==> config.mk <==
export PLATFORM = sky130hd
export DESIGN_NAME = serial_add_ctrl_flat
export DESIGN_NICKNAME = d
export VERILOG_FILES = /design/src/rtl/serial_add_ctrl_if.sv /design/src/rtl/serial_add_ctrl.sv /design/src/flat_wrapper.sv
export SDC_FILE = /design/constraint.sdc
export NUM_CORES = 1
export LEC_CHECK = 0
export CAP_MARGIN = 20
export CORE_MARGIN = 2
export CORE_UTILIZATION = 25
export CTS_BUF_LIST = sky130_fd_sc_hd__clkbuf_4 sky130_fd_sc_hd__clkbuf_8
export CTS_CLUSTER_DIAMETER = 150
export DETAILED_ROUTE_END_ITERATION = 8
export DONT_BUFFER_PORTS = 1
export HOLD_SLACK_MARGIN = 0.02
export PLACE_DENSITY = 0.42
export SLEW_MARGIN = 15
export SYNTH_ARGS = -nofsm -noshare
export SYNTH_HDL_FRONTEND = slang
export SYNTH_SLANG_ARGS = --single-unit
==> constraint.sdc <==
create_clock -name clk -period 3.1 [get_ports clk]
set_input_delay 0.31 -clock clk [delete_from_list [all_inputs] [get_ports clk]]
set_output_delay 0.31 -clock clk [all_outputs]
set_load 0.01 [all_outputs]
==> src/rtl/serial_add_ctrl_if.sv <==
// rtl/serial_add_ctrl_if.sv - operand/result handshake and external full-adder bit lanes
interface serial_add_ctrl_if #(
    parameter int WIDTH = 8
);
    logic             start;
    logic [WIDTH-1:0] a;
    logic [WIDTH-1:0] b;
    logic             cin;
    logic             fa_a;
    logic             fa_b;
    logic             fa_cin;
    logic             fa_s;
    logic             fa_cout;
    logic             busy;
    logic             done;
    logic [WIDTH-1:0] sum;
    logic             cout;

    // Requester plus external full adder side
    modport master (
        output start, a, b, cin, fa_s, fa_cout,
        input  fa_a, fa_b, fa_cin, busy, done, sum, cout
    );

    // Serial adder controller side
    modport slave (
        input  start, a, b, cin, fa_s, fa_cout,
        output fa_a, fa_b, fa_cin, busy, done, sum, cout
    );
endinterface

==> src/rtl/serial_add_ctrl.sv <==
// rtl/serial_add_ctrl.sv - bit-serial adder controller driving one external full adder, LSB first
module serial_add_ctrl #(
    parameter int WIDTH = 8
) (
    input  logic                 clk,
    input  logic                 rst_n,
    serial_add_ctrl_if.slave     bus
);
    localparam int CW = $clog2(WIDTH);
    localparam int RW = WIDTH - 1;
    localparam logic [CW-1:0] LAST = CW'(WIDTH - 1);

    typedef enum logic [1:0] {
        IDLE = 2'd0,
        RUN  = 2'd1,
        DONE = 2'd2
    } state_t;

    state_t           state;
    logic [WIDTH-1:0] opa;
    logic [WIDTH-1:0] opb;
    // Holds the sum bits produced so far; the final bit comes straight from fa_s
    logic [RW-1:0]    res;
    logic             carry;
    logic [CW-1:0]    cnt;
    logic [WIDTH-1:0] sum_q;
    logic             cout_q;
    logic             busy_q;
    logic             done_q;

    // Sequencer: capture operands, walk WIDTH bits through the adder, publish result
    always_ff @(posedge clk or negedge rst_n) begin
        if (!rst_n) begin
            state  <= IDLE;
            opa    <= '0;
            opb    <= '0;
            res    <= '0;
            carry  <= 1'b0;
            cnt    <= '0;
            sum_q  <= '0;
            cout_q <= 1'b0;
            busy_q <= 1'b0;
            done_q <= 1'b0;
        end else begin
            case (state)
                IDLE: begin
                    if (bus.start) begin
                        opa    <= bus.a;
                        opb    <= bus.b;
                        carry  <= bus.cin;
                        cnt    <= '0;
                        busy_q <= 1'b1;
                        state  <= RUN;
                    end
                end
                RUN: begin
                    opa   <= opa >> 1;
                    opb   <= opb >> 1;
                    res   <= (res >> 1) | (RW'(bus.fa_s) << (RW - 1));
                    carry <= bus.fa_cout;
                    cnt   <= cnt + CW'(1);
                    if (cnt == LAST) begin
                        sum_q  <= {bus.fa_s, res};
                        cout_q <= bus.fa_cout;
                        done_q <= 1'b1;
                        state  <= DONE;
                    end
                end
                DONE: begin
                    done_q <= 1'b0;
                    busy_q <= 1'b0;
                    state  <= IDLE;
                end
                default: begin
                    done_q <= 1'b0;
                    busy_q <= 1'b0;
                    state  <= IDLE;
                end
            endcase
        end
    end

    // Adder lanes are only live in RUN so the external adder sees zeros otherwise
    assign bus.fa_a   = (state == RUN) & opa[0];
    assign bus.fa_b   = (state == RUN) & opb[0];
    assign bus.fa_cin = (state == RUN) & carry;

    assign bus.busy = busy_q;
    assign bus.done = done_q;
    assign bus.sum  = sum_q;
    assign bus.cout = cout_q;
endmodule

==> src/flat_wrapper.sv <==
// flat-port wrapper written by rule: the top's interface ports become plain ports
module serial_add_ctrl_flat 
#(
    parameter int WIDTH = 8
)
  (clk, rst_n, bus_start, bus_a, bus_b, bus_cin, bus_fa_s, bus_fa_cout, bus_fa_a, bus_fa_b, bus_fa_cin, bus_busy, bus_done, bus_sum, bus_cout);
  serial_add_ctrl_if #(.WIDTH(WIDTH)) bus_i ();
  input  logic clk;
  input  logic rst_n;
  input wire logic [$bits(bus_i.start)-1:0] bus_start;
  input wire logic [$bits(bus_i.a)-1:0] bus_a;
  input wire logic [$bits(bus_i.b)-1:0] bus_b;
  input wire logic [$bits(bus_i.cin)-1:0] bus_cin;
  input wire logic [$bits(bus_i.fa_s)-1:0] bus_fa_s;
  input wire logic [$bits(bus_i.fa_cout)-1:0] bus_fa_cout;
  output wire logic [$bits(bus_i.fa_a)-1:0] bus_fa_a;
  output wire logic [$bits(bus_i.fa_b)-1:0] bus_fa_b;
  output wire logic [$bits(bus_i.fa_cin)-1:0] bus_fa_cin;
  output wire logic [$bits(bus_i.busy)-1:0] bus_busy;
  output wire logic [$bits(bus_i.done)-1:0] bus_done;
  output wire logic [$bits(bus_i.sum)-1:0] bus_sum;
  output wire logic [$bits(bus_i.cout)-1:0] bus_cout;
  assign bus_i.start = bus_start;
  assign bus_i.a = bus_a;
  assign bus_i.b = bus_b;
  assign bus_i.cin = bus_cin;
  assign bus_i.fa_s = bus_fa_s;
  assign bus_i.fa_cout = bus_fa_cout;
  assign bus_fa_a = bus_i.fa_a;
  assign bus_fa_b = bus_i.fa_b;
  assign bus_fa_cin = bus_i.fa_cin;
  assign bus_busy = bus_i.busy;
  assign bus_done = bus_i.done;
  assign bus_sum = bus_i.sum;
  assign bus_cout = bus_i.cout;
  serial_add_ctrl #(.WIDTH(WIDTH)) u_core (.clk(clk), .rst_n(rst_n), .bus(bus_i));
endmodule
==> report_table.html, run 1 <==
<table>
<tr><th>Metric</th><th>Value</th></tr>
<tr><th colspan="2">Run status</th></tr>
<tr><td>Outcome</td><td>complete, no violations</td></tr>
<tr><th colspan="2">Yosys</th></tr>
<tr><td>Yosys warning total</td><td>0</td></tr>
<tr><td>Nets in the synthesized netlist</td><td>174</td></tr>
<tr><td>Post-synthesis instance total</td><td>150</td></tr>
<tr><td>Post-synthesis average cell area</td><td>11.5 um^2</td></tr>
<tr><td>Distinct cell type count after synthesis</td><td>22</td></tr>
<tr><td>Summed instance area of the synthesized netlist</td><td>1720 um^2</td></tr>
<tr><td>Sequential-to-total area share from yosys stat</td><td>58.1%</td></tr>
<tr><td>Flip-flop and latch count after synthesis</td><td>40</td></tr>
<tr><th colspan="2">Route</th></tr>
<tr><td>Number of vias after detailed routing</td><td>1141</td></tr>
<tr><td>Number of DRC violations after detailed routing</td><td>0</td></tr>
<tr><td>Per-cell routed wire length</td><td>16.1 um</td></tr>
<tr><td>Antenna Nets Post-Route</td><td>0</td></tr>
<tr><td>Number of search-and-repair iterations in the first detailed-routing pass</td><td>4</td></tr>
<tr><td>Detailed Route Iter0 Violations</td><td>46</td></tr>
<tr><td>Via-to-Cell Ratio</td><td>4.94</td></tr>
<tr><td>Detailed-route wire length</td><td>3730 um</td></tr>
<tr><th colspan="2">Critical path</th></tr>
<tr><td>CP endpoint kind</td><td>output port</td></tr>
<tr><td>Crit Reg-Reg Startpoint</td><td>u_core.state[1]</td></tr>
<tr><td>CP Capture Point</td><td>bus_fa_a</td></tr>
<tr><td>Worst path arrival time</td><td>1.46 ns</td></tr>
<tr><td>Worst setup path startpoint</td><td>u_core.state[0]</td></tr>
<tr><td>Crit start category</td><td>flip-flop</td></tr>
<tr><td>Worst r2r path cells</td><td>3</td></tr>
<tr><td>R2R Path End</td><td>u_core.cnt[1]</td></tr>
<tr><td>Type of the setup path with the least slack</td><td>reg2out</td></tr>
<tr><td>Setup slack on the worst flop-to-flop path</td><td>1.49 ns</td></tr>
<tr><td>Largest fanout of any net on the critical path</td><td>14</td></tr>
<tr><td>Data required time of the critical path</td><td>2.79 ns</td></tr>
<tr><th colspan="2">Clocking</th></tr>
<tr><td>Maximum level of the CTS H-tree</td><td>2</td></tr>
<tr><td>CTS max path bufs</td><td>2</td></tr>
<tr><td>CTS Sinks</td><td>40</td></tr>
<tr><td>CTS tree</td><td>built</td></tr>
<tr><td>Insertion delay to the later sink of the worst-skew pair</td><td>0.29 ns</td></tr>
<tr><td>Clock slew at reported path FFs</td><td>0.08 ns</td></tr>
<tr><td>Number of buffers added by the clock tree synthesis step</td><td>5</td></tr>
<tr><td>Buffer cell driving the clock tree root</td><td>clkbuf_8</td></tr>
<tr><th colspan="2">Die</th></tr>
<tr><td>Die extent in y</td><td>87.0 um</td></tr>
<tr><td>I/O pin count</td><td>36</td></tr>
<tr><td>Die Width</td><td>87.0 um</td></tr>
<tr><td>Placeable core region</td><td>6720 um^2</td></tr>
<tr><td>Starting density of the core</td><td>25.6%</td></tr>
<tr><td>Die Footprint</td><td>7570 um^2</td></tr>
<tr><td>Core Rows</td><td>30</td></tr>
<tr><th colspan="2">Timing</th></tr>
<tr><td>Max-slew violation total from the final report</td><td>0</td></tr>
<tr><td>Final setup margin</td><td>1.33 ns</td></tr>
<tr><td>Minimum period implied by the final worst setup slack</td><td>1.77 ns</td></tr>
<tr><td>Relative slew margins</td><td>52.0%</td></tr>
<tr><td>Count of endpoints failing hold in the final timing report</td><td>0</td></tr>
<tr><td>Layout Skew</td><td>0.00876 ns</td></tr>
<tr><td>Maximum clock frequency</td><td>0.566 GHz</td></tr>
<tr><td>Pin slew with the least headroom to its limit</td><td>0.720 ns</td></tr>
<tr><td>Post-route fraction of the period consumed by the critical path</td><td>57.0%</td></tr>
<tr><td>Count of endpoints failing setup in the final report</td><td>0</td></tr>
<tr><td>Setup TNS after final layout</td><td>0 ns</td></tr>
<tr><td>Setup repair after global routing missed its margin</td><td>false</td></tr>
<tr><th colspan="2">Global routing</th></tr>
<tr><td>Antenna violations before repair</td><td>0</td></tr>
<tr><td>GRT Residual Overflow</td><td>0</td></tr>
<tr><td>Largest net degree at the start of global routing</td><td>41</td></tr>
<tr><td>Number of global-route vias before repair</td><td>1230</td></tr>
<tr><td>GRT Util Overall</td><td>10.8%</td></tr>
<tr><td>Global-route wire length before repair</td><td>6180 um</td></tr>
<tr><th colspan="2">Final layout</th></tr>
<tr><td>ANT cells</td><td>0</td></tr>
<tr><td>Share of cells above drive strength 1</td><td>14.6%</td></tr>
<tr><td>NumNets Final</td><td>174</td></tr>
<tr><td>Post-synthesis to final-layout area growth</td><td>10.1%</td></tr>
<tr><td>Final instance area</td><td>1900 um^2</td></tr>
<tr><td>Share of the core filled with cells in the final layout</td><td>28.2%</td></tr>
<tr><td>Fillers</td><td>708</td></tr>
<tr><td>Most common library cell in the layout ignoring fill and taps</td><td>dfrtp_1</td></tr>
<tr><td>Commonest cells after routing, fill and taps aside</td><td>dfrtp_1 (40), nand2_1 (22), o22ai_1 (22)</td></tr>
<tr><th colspan="2">Run</th></tr>
<tr><td>Maximum Capacitance Violations</td><td>0</td></tr>
<tr><th colspan="2">Place</th></tr>
<tr><td>Final weighted congestion in routability-driven placement</td><td>0.755</td></tr>
<tr><td>Pre-CTS setup slack</td><td>1.51 ns</td></tr>
<tr><td>Hpwl dp</td><td>2480 um</td></tr>
<tr><td>Number of buffers inserted by port buffering</td><td>0</td></tr>
<tr><td>Cell area after placement</td><td>1770 um^2</td></tr>
<tr><th colspan="2">Pwr</th></tr>
<tr><td>Areal power density over the cells</td><td>1060 nW/um^2</td></tr>
<tr><td>Standby leakage power</td><td>0.000869 uW</td></tr>
<tr><td>Worst supply voltage drop on vdd</td><td>0.346 mV</td></tr>
<tr><th colspan="2">Hold path</th></tr>
<tr><td>Worst hold-check path type</td><td>in2reg</td></tr>
</table>
==> what timing repair did <==
item,4_1_cts,5_1_grt
hold buffers,2,0
setup buffers,0,0
hold endpoints to repair,40,0
resized for setup,0,0
==> layout make-up <==
class	instances	area [um^2]	share of cell area [%]
flip-flops and latches	40	1000	52.8
repair buffers	2	30.0	1.58
clock buffers	8	97.6	5.15
well taps	80	100	5.28
inverters	5	18.8	0.989
multi-input cells	96	649	34.2
==> synthesized netlist by cell type <==
cell type   n  area (um^2)
dfrtp_1    40         1000
nand2_1    22         82.6
o22ai_1    22          138
a21oi_1    13         65.1
mux2_4      9          135
inv_1       5         18.8
nor2_1      5         18.8
a2bb2oi_1   4         35.0
buf_2       4         20.0
buf_4       4         30.0
nand2b_1    4         25.0
and2_1      3         18.8
a22o_1      2         17.5
ha_1        2         25.0
nand3b_1    2         15.0
o21ai_0     2         10.0
o221a_2     2         22.5
clkbuf_1    1         3.75
nand2_4     1         11.3
nor2b_4     1         13.8
o2bb2ai_1   1         8.76
o31ai_1     1         7.51
==> per-stage QoR <==
| step | hold WS (ns) | total power, uW | instances |
|---|---|---|---|
| after global placement | 0.0156 | 1630 | 221 |
| after detailed placement | 0.0155 | 1650 | 221 |
| after CTS | 0.116 | 2050 | 231 |
| after global routing | 0.133 | 2190 | 231 |
| final | 0.122 | 2020 | 231 |
| after floorplan | 0.0144 | 1530 | 150 |
==> where the power goes <==
group | internal, uW | switching [uW] | total [uW]
clock network | 199 | 178 | 377
registers | 769 | 219 | 988
logic | 326 | 329 | 654
total | 1290 | 726 | 2020
==> cells by family after synthesis <==
family                   after synthesis  share of synthesized area (%)
AO/OA/AOI/OAI                         47                           17.6
flip-flops                            40                           58.1
AND/OR/NAND/NOR                       38                           10.7
buffers and inverters                 14                           4.21
multiplexers                           9                           7.84
adder cells (fa/ha/maj)                2                           1.45
==> layer usage <==
layer	GRT usage, %	vias to the layer above	routed length (um)
met5	0	-	0
met4	3.84	0	39
met2	15.5	38	1630
li1	-	537	-
met3	4.36	5	255
met1	14.6	561	1810
==> worst max-delay path, stage by stage, from the launching register on <==
cell,delay [ns]
dfrtp_1,0.50
nor2b_4,0.40
and2_1,0.26
==> flip-flops by register name, indices dropped and copies added, names as in the netlist <==
signal,cells
u_core.opb,8
u_core.bus.busy,1
u_core.carry,1
u_core.bus.sum,8
u_core.opa,8
u_core.cnt,3
u_core.bus.cout,1
u_core.res,7
u_core.state,2
u_core.bus.done,1
==> worst min-delay path by stage <==
stage | startpoint | endpoint | slack, ns | depth (start not counted)
2_1_floorplan | rst_n | u_core.bus.busy | 0.01 | 0
3_3_place_gp | rst_n | u_core.bus.sum[7] | 0.02 | 0
3_5_place_dp | rst_n | u_core.bus.sum[7] | 0.02 | 0
4_1_cts | bus_fa_s | u_core.res[6] | 0.12 | 2
5_1_grt | bus_fa_s | u_core.res[6] | 0.13 | 2
6_report | bus_fa_s | u_core.res[6] | 0.12 | 2
(Power assumes the default switching activity.)
==> inputs of run 2 (changes only) <==
--- a/config.mk
+++ b/config.mk
@@ -13,7 +13,7 @@
 export DETAILED_ROUTE_END_ITERATION = 8
 export DONT_BUFFER_PORTS = 1
 export HOLD_SLACK_MARGIN = 0.02
-export PLACE_DENSITY = 0.42
+export PLACE_DENSITY = 0.44
 export SLEW_MARGIN = 15
 export SYNTH_ARGS = -nofsm -noshare
 export SYNTH_HDL_FRONTEND = slang
==> constraint.sdc (replaced) <==
create_clock -name clk -period 1.5 [get_ports clk]
set_input_delay 0.15 -clock clk [delete_from_list [all_inputs] [get_ports clk]]
set_output_delay 0.15 -clock clk [all_outputs]
set_load 0.01 [all_outputs]
==> run 2 against run 1 <==
Effect of this change: cell count rose by 6.5%; clock skew decreased by 0.0044 ns; wire length increased by 3.1%; die area unchanged; combinational power grew 140%; non-clock buffer count grew 14; flip-flop and latch count unchanged; register-to-register slack got worse by 1.4 ns; core utilization grew 2.4 points; setup slack got worse by 1.3 ns; total power increased by 130%.
==> report_table.html, run 2 (synthesized netlist as in run 1, its figures left out) <==
<table>
<tr><th>Metric</th><th>Value</th></tr>
<tr><th colspan="2">Critical path</th></tr>
<tr><td>Crit start category</td><td>flip-flop</td></tr>
<tr><td>Largest incremental delay on the critical path</td><td>0.45 ns (-0.05 ns)</td></tr>
<tr><td>Worst setup path startpoint</td><td>u_core.state[1]</td></tr>
<tr><td>CP endpoint kind</td><td>output port</td></tr>
<tr><td>Largest fanout of any net on the critical path</td><td>13 (-1)</td></tr>
<tr><td>Type of the setup path with the least slack</td><td>reg2out</td></tr>
<tr><td>Data required time of the critical path</td><td>1.35 ns (-1.44 ns)</td></tr>
<tr><td>CP Capture Point</td><td>bus_fa_b</td></tr>
<tr><td>Worst r2r path cells</td><td>4 (+1)</td></tr>
<tr><td>Crit Reg-Reg Startpoint</td><td>u_core.cnt[0]</td></tr>
<tr><td>Cell Chain, Critical Path</td><td>nor2b_4 -&gt; buf_6 -&gt; and2_1</td></tr>
<tr><td>Worst path arrival time</td><td>1.29 ns (-0.17 ns)</td></tr>
<tr><td>R2R Path End</td><td>u_core.bus.sum[5]</td></tr>
<tr><td>Worst-path cell with the longest stage delay</td><td>dfrtp_2</td></tr>
<tr><td>Setup slack on the worst flop-to-flop path</td><td>0.08 ns (-1.41 ns)</td></tr>
<tr><th colspan="2">Run status</th></tr>
<tr><td>Outcome</td><td>complete, no violations</td></tr>
<tr><th colspan="2">Hold path</th></tr>
<tr><td>Worst hold-check path type</td><td>in2reg</td></tr>
<tr><td>Worst hold path startpoint</td><td>bus_a[6]</td></tr>
<tr><th colspan="2">Route</th></tr>
<tr><td>Per-cell routed wire length</td><td>15.6 um (-3.2%)</td></tr>
<tr><td>Antenna Nets Post-Route</td><td>0 (unchanged)</td></tr>
<tr><td>Number of vias after detailed routing</td><td>1186 (+3.9%)</td></tr>
<tr><td>Number of search-and-repair iterations in the first detailed-routing pass</td><td>4 (unchanged)</td></tr>
<tr><td>Number of DRC violations after detailed routing</td><td>0 (unchanged)</td></tr>
<tr><td>Detailed-route wire length</td><td>3850 um (+3.1%)</td></tr>
<tr><td>Detailed Route Iter0 Violations</td><td>35 (-24%)</td></tr>
<tr><td>Via-to-Cell Ratio</td><td>4.82 (-2.4%)</td></tr>
<tr><th colspan="2">Global routing</th></tr>
<tr><td>GRT Residual Overflow</td><td>0 (unchanged)</td></tr>
<tr><td>Busiest metal layer after global routing</td><td>met1</td></tr>
<tr><td>GRT Util Overall</td><td>10.9% (+0.11 points)</td></tr>
<tr><td>Number of global-route vias before repair</td><td>1165 (-5.3%)</td></tr>
<tr><td>Met2 Resource Use GR</td><td>15.4% (-0.069 points)</td></tr>
<tr><td>Global-route wire length before repair</td><td>6270 um (+1.5%)</td></tr>
<tr><td>Met1 Track Usage GR</td><td>15.9% (+1.3 points)</td></tr>
<tr><td>Antenna violations before repair</td><td>0 (unchanged)</td></tr>
<tr><td>Met3 global-route usage</td><td>3.89% (-0.47 points)</td></tr>
<tr><td>Largest net degree at the start of global routing</td><td>41 (unchanged)</td></tr>
<tr><th colspan="2">Timing</th></tr>
<tr><td>Relative slew margins</td><td>66.0% (+14 points)</td></tr>
<tr><td>Maximum clock frequency</td><td>0.696 GHz</td></tr>
<tr><td>Minimum period implied by the final worst setup slack</td><td>1.44 ns</td></tr>
<tr><td>Pin slew with the least headroom to its limit</td><td>0.504 ns (-0.216 ns)</td></tr>
<tr><td>Worst hold-check slack</td><td>0.0691 ns (-0.0525 ns)</td></tr>
<tr><td>Count of endpoints failing setup in the final report</td><td>0 (unchanged)</td></tr>
<tr><td>Max-slew violation total from the final report</td><td>0 (unchanged)</td></tr>
<tr><td>Layout Skew</td><td>0.00436 ns (-0.00440 ns)</td></tr>
<tr><td>Setup repair after global routing missed its margin</td><td>true</td></tr>
<tr><td>Count of endpoints failing hold in the final timing report</td><td>0 (unchanged)</td></tr>
<tr><td>Post-route fraction of the period consumed by the critical path</td><td>95.8%</td></tr>
<tr><th colspan="2">Final layout</th></tr>
<tr><td>Most common library cell in the layout ignoring fill and taps</td><td>dfrtp_1</td></tr>
<tr><td>ANT cells</td><td>0 (unchanged)</td></tr>
<tr><td>Area occupied by multi-input gates</td><td>661 um^2 (+1.7%)</td></tr>
<tr><td>Commonest cells after routing, fill and taps aside</td><td>dfrtp_1 (38), nand2_1 (22), o22ai_1 (22)</td></tr>
<tr><td>NumNets Final</td><td>189 (+8.6%)</td></tr>
<tr><td>Post-synthesis to final-layout area growth</td><td>19.5%</td></tr>
<tr><td>Share of cells above drive strength 1</td><td>22.3% (+7.7 points)</td></tr>
<tr><td>Fillers</td><td>680 (-4.0%)</td></tr>
<tr><td>Register area</td><td>1000 um^2 (+0.25%)</td></tr>
<tr><td>Share of the core filled with cells in the final layout</td><td>30.6% (+2.4 points)</td></tr>
<tr><th colspan="2">Clocking</th></tr>
<tr><td>Maximum level of the CTS H-tree</td><td>2 (unchanged)</td></tr>
<tr><td>Clock slew at reported path FFs</td><td>0.07 ns (about the same)</td></tr>
<tr><td>Buffer cell driving the clock tree root</td><td>clkbuf_8</td></tr>
<tr><td>CTS tree</td><td>built</td></tr>
<tr><td>Number of buffers added by the clock tree synthesis step</td><td>5 (unchanged)</td></tr>
<tr><td>CTS max path bufs</td><td>2 (unchanged)</td></tr>
<tr><td>CTS Sinks</td><td>40 (unchanged)</td></tr>
<tr><td>Insertion delay to the later sink of the worst-skew pair</td><td>0.28 ns (about the same)</td></tr>
<tr><th colspan="2">Die</th></tr>
<tr><td>Die extent in y</td><td>87.0 um (unchanged)</td></tr>
<tr><td>Core Rows</td><td>30 (unchanged)</td></tr>
<tr><td>Die Footprint</td><td>7570 um^2 (unchanged)</td></tr>
<tr><td>Starting density of the core</td><td>25.6% (unchanged)</td></tr>
<tr><td>Placeable core region</td><td>6720 um^2 (unchanged)</td></tr>
<tr><td>Die Width</td><td>87.0 um (unchanged)</td></tr>
<tr><td>I/O pin count</td><td>36 (unchanged)</td></tr>
<tr><th colspan="2">Run</th></tr>
<tr><td>Maximum Capacitance Violations</td><td>0 (unchanged)</td></tr>
<tr><th colspan="2">Place</th></tr>
<tr><td>Hpwl dp</td><td>2720 um (+9.6%)</td></tr>
<tr><td>Final weighted congestion in routability-driven placement</td><td>0.727 (-3.7%)</td></tr>
<tr><td>Number of buffers inserted by port buffering</td><td>0 (unchanged)</td></tr>
<tr><th colspan="2">Pwr</th></tr>
<tr><td>Worst supply voltage drop on vdd</td><td>0.667 mV (+93%)</td></tr>
<tr><td>Standby leakage power</td><td>0.000946 uW (+8.8%)</td></tr>
<tr><td>Areal power density over the cells</td><td>2210 nW/um^2 (+110%)</td></tr>
</table>
## run 2: cell types whose count changed in the layout (fill, tap and decap cells not counted), moves of 2 or more
cell	delta
dfrtp_1	-2
dlygate4sd3_1	+4
buf_4	+9
dfrtp_2	+2
clkbuf_4	-2
## run 2: area by class of cell
type	count	share of cell area (%)
sequential	40	48.8
multi-input combinational	97	32.1
timing repair buffer	16	7.23
tap	80	4.86
clock buffer	7	4.68
clock inverter	1	1.46
inverter	5	0.912
## run 2: worst max-delay path: cells and delay by family, from the launching register on
kind,cells,cell delay [ns]
buf+inv,1,0.17
flops,1,0.45
simple gates,2,0.38
## run 2: through the flow
step	TNS [ns]	worst slack (ns)	cell area (um^2)	power (uW)	instances
6_report	0	0.0636	2060	4550	246
5_1_grt	-0.0388	-0.0196	2060	4920	246
3_5_place_dp	0	0.0300	1830	3550	229
3_3_place_gp	0	0.0851	1830	3480	229
2_1_floorplan	0	0.133	1720	3160	150
4_1_cts	0	0.00145	2040	4590	244
## run 2: repair_timing
| item | CTS | global route |
|---|---|---|
| cloned | 0 | 1 |
| hold buffers | 6 | 0 |
| setup endpoints to repair | 3 | 12 |
| resized for setup | 3 | 2 |
| setup buffers | 1 | 1 |
| hold endpoints to repair | 45 | 0 |
## run 2: metal layers
| layer | routed length (um) | vias up |
|---|---|---|
| met1 | 1910 | 577 |
| met2 | 1710 | 37 |
| met3 | 207 | 2 |
| met5 | 0 | - |
| li1 | - | 570 |
| met4 | 19 | 0 |
## run 2: how the worst min path moves through the flow
stage,endpoint,cells after the start,slack [ns]
floorplan,u_core.bus.busy,0,-0.15
global placement,u_core.bus.sum[7],0,-0.14
detailed placement,u_core.bus.sum[7],0,-0.14
CTS,u_core.opb[0],2,0.05
global route,u_core.carry,2,0.06
finish,u_core.opa[6],2,0.07
## run 2: where the power goes
group / internal [uW] / switching (uW)
clock network: 587 / 353
logic: 834 / 751
registers: 1590 / 432
total: 3010 / 1540
==> inputs of run 3 (changes only) <==
--- a/config.mk
+++ b/config.mk
@@ -6,7 +6,8 @@
 export NUM_CORES = 1
 export LEC_CHECK = 0
 export CAP_MARGIN = 20
-export CORE_MARGIN = 2
+export CORE_ASPECT_RATIO = 0.9
+export CORE_MARGIN = 8
 export CORE_UTILIZATION = 25
 export CTS_BUF_LIST = sky130_fd_sc_hd__clkbuf_4 sky130_fd_sc_hd__clkbuf_8
 export CTS_CLUSTER_DIAMETER = 150
==> run 3 against run 2 <==
Effect of this change: global-route usage fell by 1.7 points; core utilization rose by 0.21 points; wire length rose by 14%; fmax rose by 1.7%; clock power fell by 19%; sequential power barely moved; clock skew rose by 0.0014 ns; register-to-register slack barely moved; sequential share of layout area rose by 0.33 points; flip-flop and latch count did not move; non-clock buffer count fell by 1; largest cell class unchanged.
==> report_table.html, run 3 (synthesized netlist as in run 1, its figures left out) <==
<table>
<tr><th>Metric</th><th>Value</th></tr>
<tr><th colspan="2">Run status</th></tr>
<tr><td>Outcome</td><td>complete, no violations</td></tr>
<tr><th colspan="2">Hold path</th></tr>
<tr><td>Worst hold path startpoint</td><td>bus_start</td></tr>
<tr><td>Worst hold-check path type</td><td>in2reg</td></tr>
<tr><th colspan="2">Pwr</th></tr>
<tr><td>Worst supply voltage drop on vdd</td><td>0.434 mV (-35%)</td></tr>
<tr><td>Standby leakage power</td><td>0.000926 uW (-2.1%)</td></tr>
<tr><td>Areal power density over the cells</td><td>2170 nW/um^2 (-1.9%)</td></tr>
<tr><th colspan="2">Critical path</th></tr>
<tr><td>Data required time of the critical path</td><td>1.35 ns (about the same)</td></tr>
<tr><td>Worst r2r path cells</td><td>4 (unchanged)</td></tr>
<tr><td>CP Capture Point</td><td>bus_fa_cin</td></tr>
<tr><td>Worst-path cell with the longest stage delay</td><td>dfrtp_1</td></tr>
<tr><td>Worst setup path startpoint</td><td>u_core.state[1]</td></tr>
<tr><td>CP endpoint kind</td><td>output port</td></tr>
<tr><td>Type of the setup path with the least slack</td><td>reg2out</td></tr>
<tr><td>Largest fanout of any net on the critical path</td><td>13 (unchanged)</td></tr>
<tr><td>Largest incremental delay on the critical path</td><td>0.45 ns (about the same)</td></tr>
<tr><td>Worst path arrival time</td><td>1.26 ns (-0.03 ns)</td></tr>
<tr><td>Setup slack on the worst flop-to-flop path</td><td>0.09 ns (about the same)</td></tr>
<tr><td>R2R Path End</td><td>u_core.bus.sum[7]</td></tr>
<tr><td>Crit start category</td><td>flip-flop</td></tr>
<tr><td>Cell Chain, Critical Path</td><td>nor2b_4 -&gt; buf_6 -&gt; and2_2</td></tr>
<tr><td>Crit Reg-Reg Startpoint</td><td>u_core.cnt[0]</td></tr>
<tr><th colspan="2">Global routing</th></tr>
<tr><td>Largest net degree at the start of global routing</td><td>41 (unchanged)</td></tr>
<tr><td>Antenna violations before repair</td><td>0 (unchanged)</td></tr>
<tr><td>Global-route wire length before repair</td><td>7060 um (+13%)</td></tr>
<tr><td>GRT Residual Overflow</td><td>0 (unchanged)</td></tr>
<tr><td>Number of global-route vias before repair</td><td>1297 (+11%)</td></tr>
<tr><td>GRT Util Overall</td><td>9.21% (-1.7 points)</td></tr>
<tr><th colspan="2">Timing</th></tr>
<tr><td>Max-slew violation total from the final report</td><td>0 (unchanged)</td></tr>
<tr><td>Relative slew margins</td><td>67.3% (+1.2 points)</td></tr>
<tr><td>Setup TNS after final layout</td><td>0 ns (unchanged)</td></tr>
<tr><td>Layout Skew</td><td>0.00575 ns (+0.00139 ns)</td></tr>
<tr><td>Count of endpoints failing setup in the final report</td><td>0 (unchanged)</td></tr>
<tr><td>Post-route fraction of the period consumed by the critical path</td><td>94.1% (-1.6 points)</td></tr>
<tr><td>Pin slew with the least headroom to its limit</td><td>0.491 ns (-0.0134 ns)</td></tr>
<tr><td>Minimum period implied by the final worst setup slack</td><td>1.41 ns (-0.0243 ns)</td></tr>
<tr><td>Setup repair after global routing missed its margin</td><td>false</td></tr>
<tr><td>Count of endpoints failing hold in the final timing report</td><td>0 (unchanged)</td></tr>
<tr><td>Maximum clock frequency</td><td>0.708 GHz (+1.7%)</td></tr>
<tr><th colspan="2">Clocking</th></tr>
<tr><td>Number of buffers added by the clock tree synthesis step</td><td>5 (unchanged)</td></tr>
<tr><td>Clock slew at reported path FFs</td><td>0.08 ns (about the same)</td></tr>
<tr><td>CTS tree</td><td>built</td></tr>
<tr><td>Maximum level of the CTS H-tree</td><td>2 (unchanged)</td></tr>
<tr><td>Insertion delay to the later sink of the worst-skew pair</td><td>0.29 ns (about the same)</td></tr>
<tr><td>CTS Sinks</td><td>40 (unchanged)</td></tr>
<tr><td>Buffer cell driving the clock tree root</td><td>clkbuf_8</td></tr>
<tr><td>CTS max path bufs</td><td>2 (unchanged)</td></tr>
<tr><th colspan="2">Run</th></tr>
<tr><td>Maximum Capacitance Violations</td><td>0 (unchanged)</td></tr>
<tr><th colspan="2">Final layout</th></tr>
<tr><td>Post-synthesis to final-layout area growth</td><td>18.5%</td></tr>
<tr><td>Commonest cells after routing, fill and taps aside</td><td>dfrtp_1 (39), nand2_1 (22), o22ai_1 (22)</td></tr>
<tr><td>Most common library cell in the layout ignoring fill and taps</td><td>dfrtp_1</td></tr>
<tr><td>ANT cells</td><td>0 (unchanged)</td></tr>
<tr><td>Share of cells above drive strength 1</td><td>22.4% (+0.14 points)</td></tr>
<tr><td>NumNets Final</td><td>188 (-0.53%)</td></tr>
<tr><td>Final instance area</td><td>2040 um^2 (-0.79%)</td></tr>
<tr><th colspan="2">Route</th></tr>
<tr><td>Antenna Nets Post-Route</td><td>0 (unchanged)</td></tr>
<tr><td>Via-to-Cell Ratio</td><td>4.71 (-2.4%)</td></tr>
<tr><td>Detailed Route Iter0 Violations</td><td>50 (+43%)</td></tr>
<tr><td>Number of DRC violations after detailed routing</td><td>0 (unchanged)</td></tr>
<tr><td>Per-cell routed wire length</td><td>17.2 um (+10%)</td></tr>
<tr><td>Number of vias after detailed routing</td><td>1200 (+1.2%)</td></tr>
<tr><td>Number of search-and-repair iterations in the first detailed-routing pass</td><td>4 (unchanged)</td></tr>
<tr><td>Detailed-route wire length</td><td>4400 um (+14%)</td></tr>
<tr><th colspan="2">Die</th></tr>
<tr><td>Die extent in y</td><td>94.8 um (+8.9%)</td></tr>
<tr><td>Starting density of the core</td><td>26.0% (+0.38 points)</td></tr>
<tr><td>Die Width</td><td>104 um (+19%)</td></tr>
<tr><td>Placeable core region</td><td>6620 um^2 (-1.5%)</td></tr>
<tr><td>Die Footprint</td><td>9810 um^2 (+30%)</td></tr>
<tr><td>Core Rows</td><td>28 (-6.7%)</td></tr>
<tr><td>I/O pin count</td><td>36 (unchanged)</td></tr>
<tr><th colspan="2">Place</th></tr>
<tr><td>Hpwl dp</td><td>2990 um (+10%)</td></tr>
<tr><td>Cell area after placement</td><td>1830 um^2 (+0.27%)</td></tr>
<tr><td>Number of buffers inserted by port buffering</td><td>0 (unchanged)</td></tr>
<tr><td>Final weighted congestion in routability-driven placement</td><td>0.812 (+12%)</td></tr>
</table>
## run 3: cell count changes in the layout (fill, tap and decap cells not counted), sizes merged
cell | previous run | this run
bufinv | 1 | 0
clkbuf | 7 | 6
buf | 11 | 10
clkinvlp | 0 | 2
## run 3: worst min-delay path by stage
stage | end | depth (start not counted)
after detailed placement | u_core.opb[3] | 0
after CTS | u_core.opb[6] | 2
after global routing | u_core.opb[6] | 2
after floorplan | u_core.bus.busy | 0
after global placement | u_core.opb[3] | 0
final | u_core.opb[6] | 2
## run 3: report_power, final
part | internal, uW | switching, uW | leakage [uW]
Sequential | 1590 | 445 | 0.000475
Clock | 372 | 385 | 0.0000434
Combinational | 830 | 806 | 0.000409
Total | 2790 | 1640 | 0.000926
## run 3: through the flow
| step | power (uW) | std cells | setup slack (ns) | hold slack (ns) | util (%) |
|---|---|---|---|---|---|
| 2_1_floorplan | 3160 | 150 | 0.133 | -0.146 | - |
| 4_1_cts | 4430 | 253 | 0.00336 | 0.0570 | 30.5 |
| 3_5_place_dp | 3570 | 238 | 0.0157 | -0.144 | 27.7 |
| 3_3_place_gp | 3480 | 238 | 0.0692 | -0.144 | 27.7 |
| 5_1_grt | 4760 | 255 | 0.00972 | 0.0565 | 30.8 |
| 6_report | 4430 | 255 | 0.0879 | 0.0639 | 30.8 |
## run 3: cell type report
type | instances | area [um^2]
flip-flops and latches | 40 | 1000
inverters | 5 | 18.8
repair buffers | 15 | 141
clock inverters | 2 | 15.0
multi-input cells | 97 | 669
clock buffers | 6 | 82.6
well taps | 90 | 113
fillers | 666 | 4580
## run 3: repair_timing
action,CTS,global route
cloned,0,1
endpoints found under the hold margin,45,0
resized for setup,4,3
hold buffers,6,0
endpoints found under the setup margin,3,12
buffers inserted,1,1
## run 3: layer usage
layer	global-route usage [%]	vias to the layer above	routed length, um
met5	0	-	0
met4	5.37	0	99
met3	3.00	8	304
met2	15.0	31	2170
met1	10.6	595	1820
li1	-	566	-
## run 3: critical path: cells and delay by family (launching register included)
| kind | cells | cell delay, ns |
|---|---|---|
| buf+inv | 1 | 0.16 |
| simple gates | 2 | 0.36 |
| flops | 1 | 0.45 |
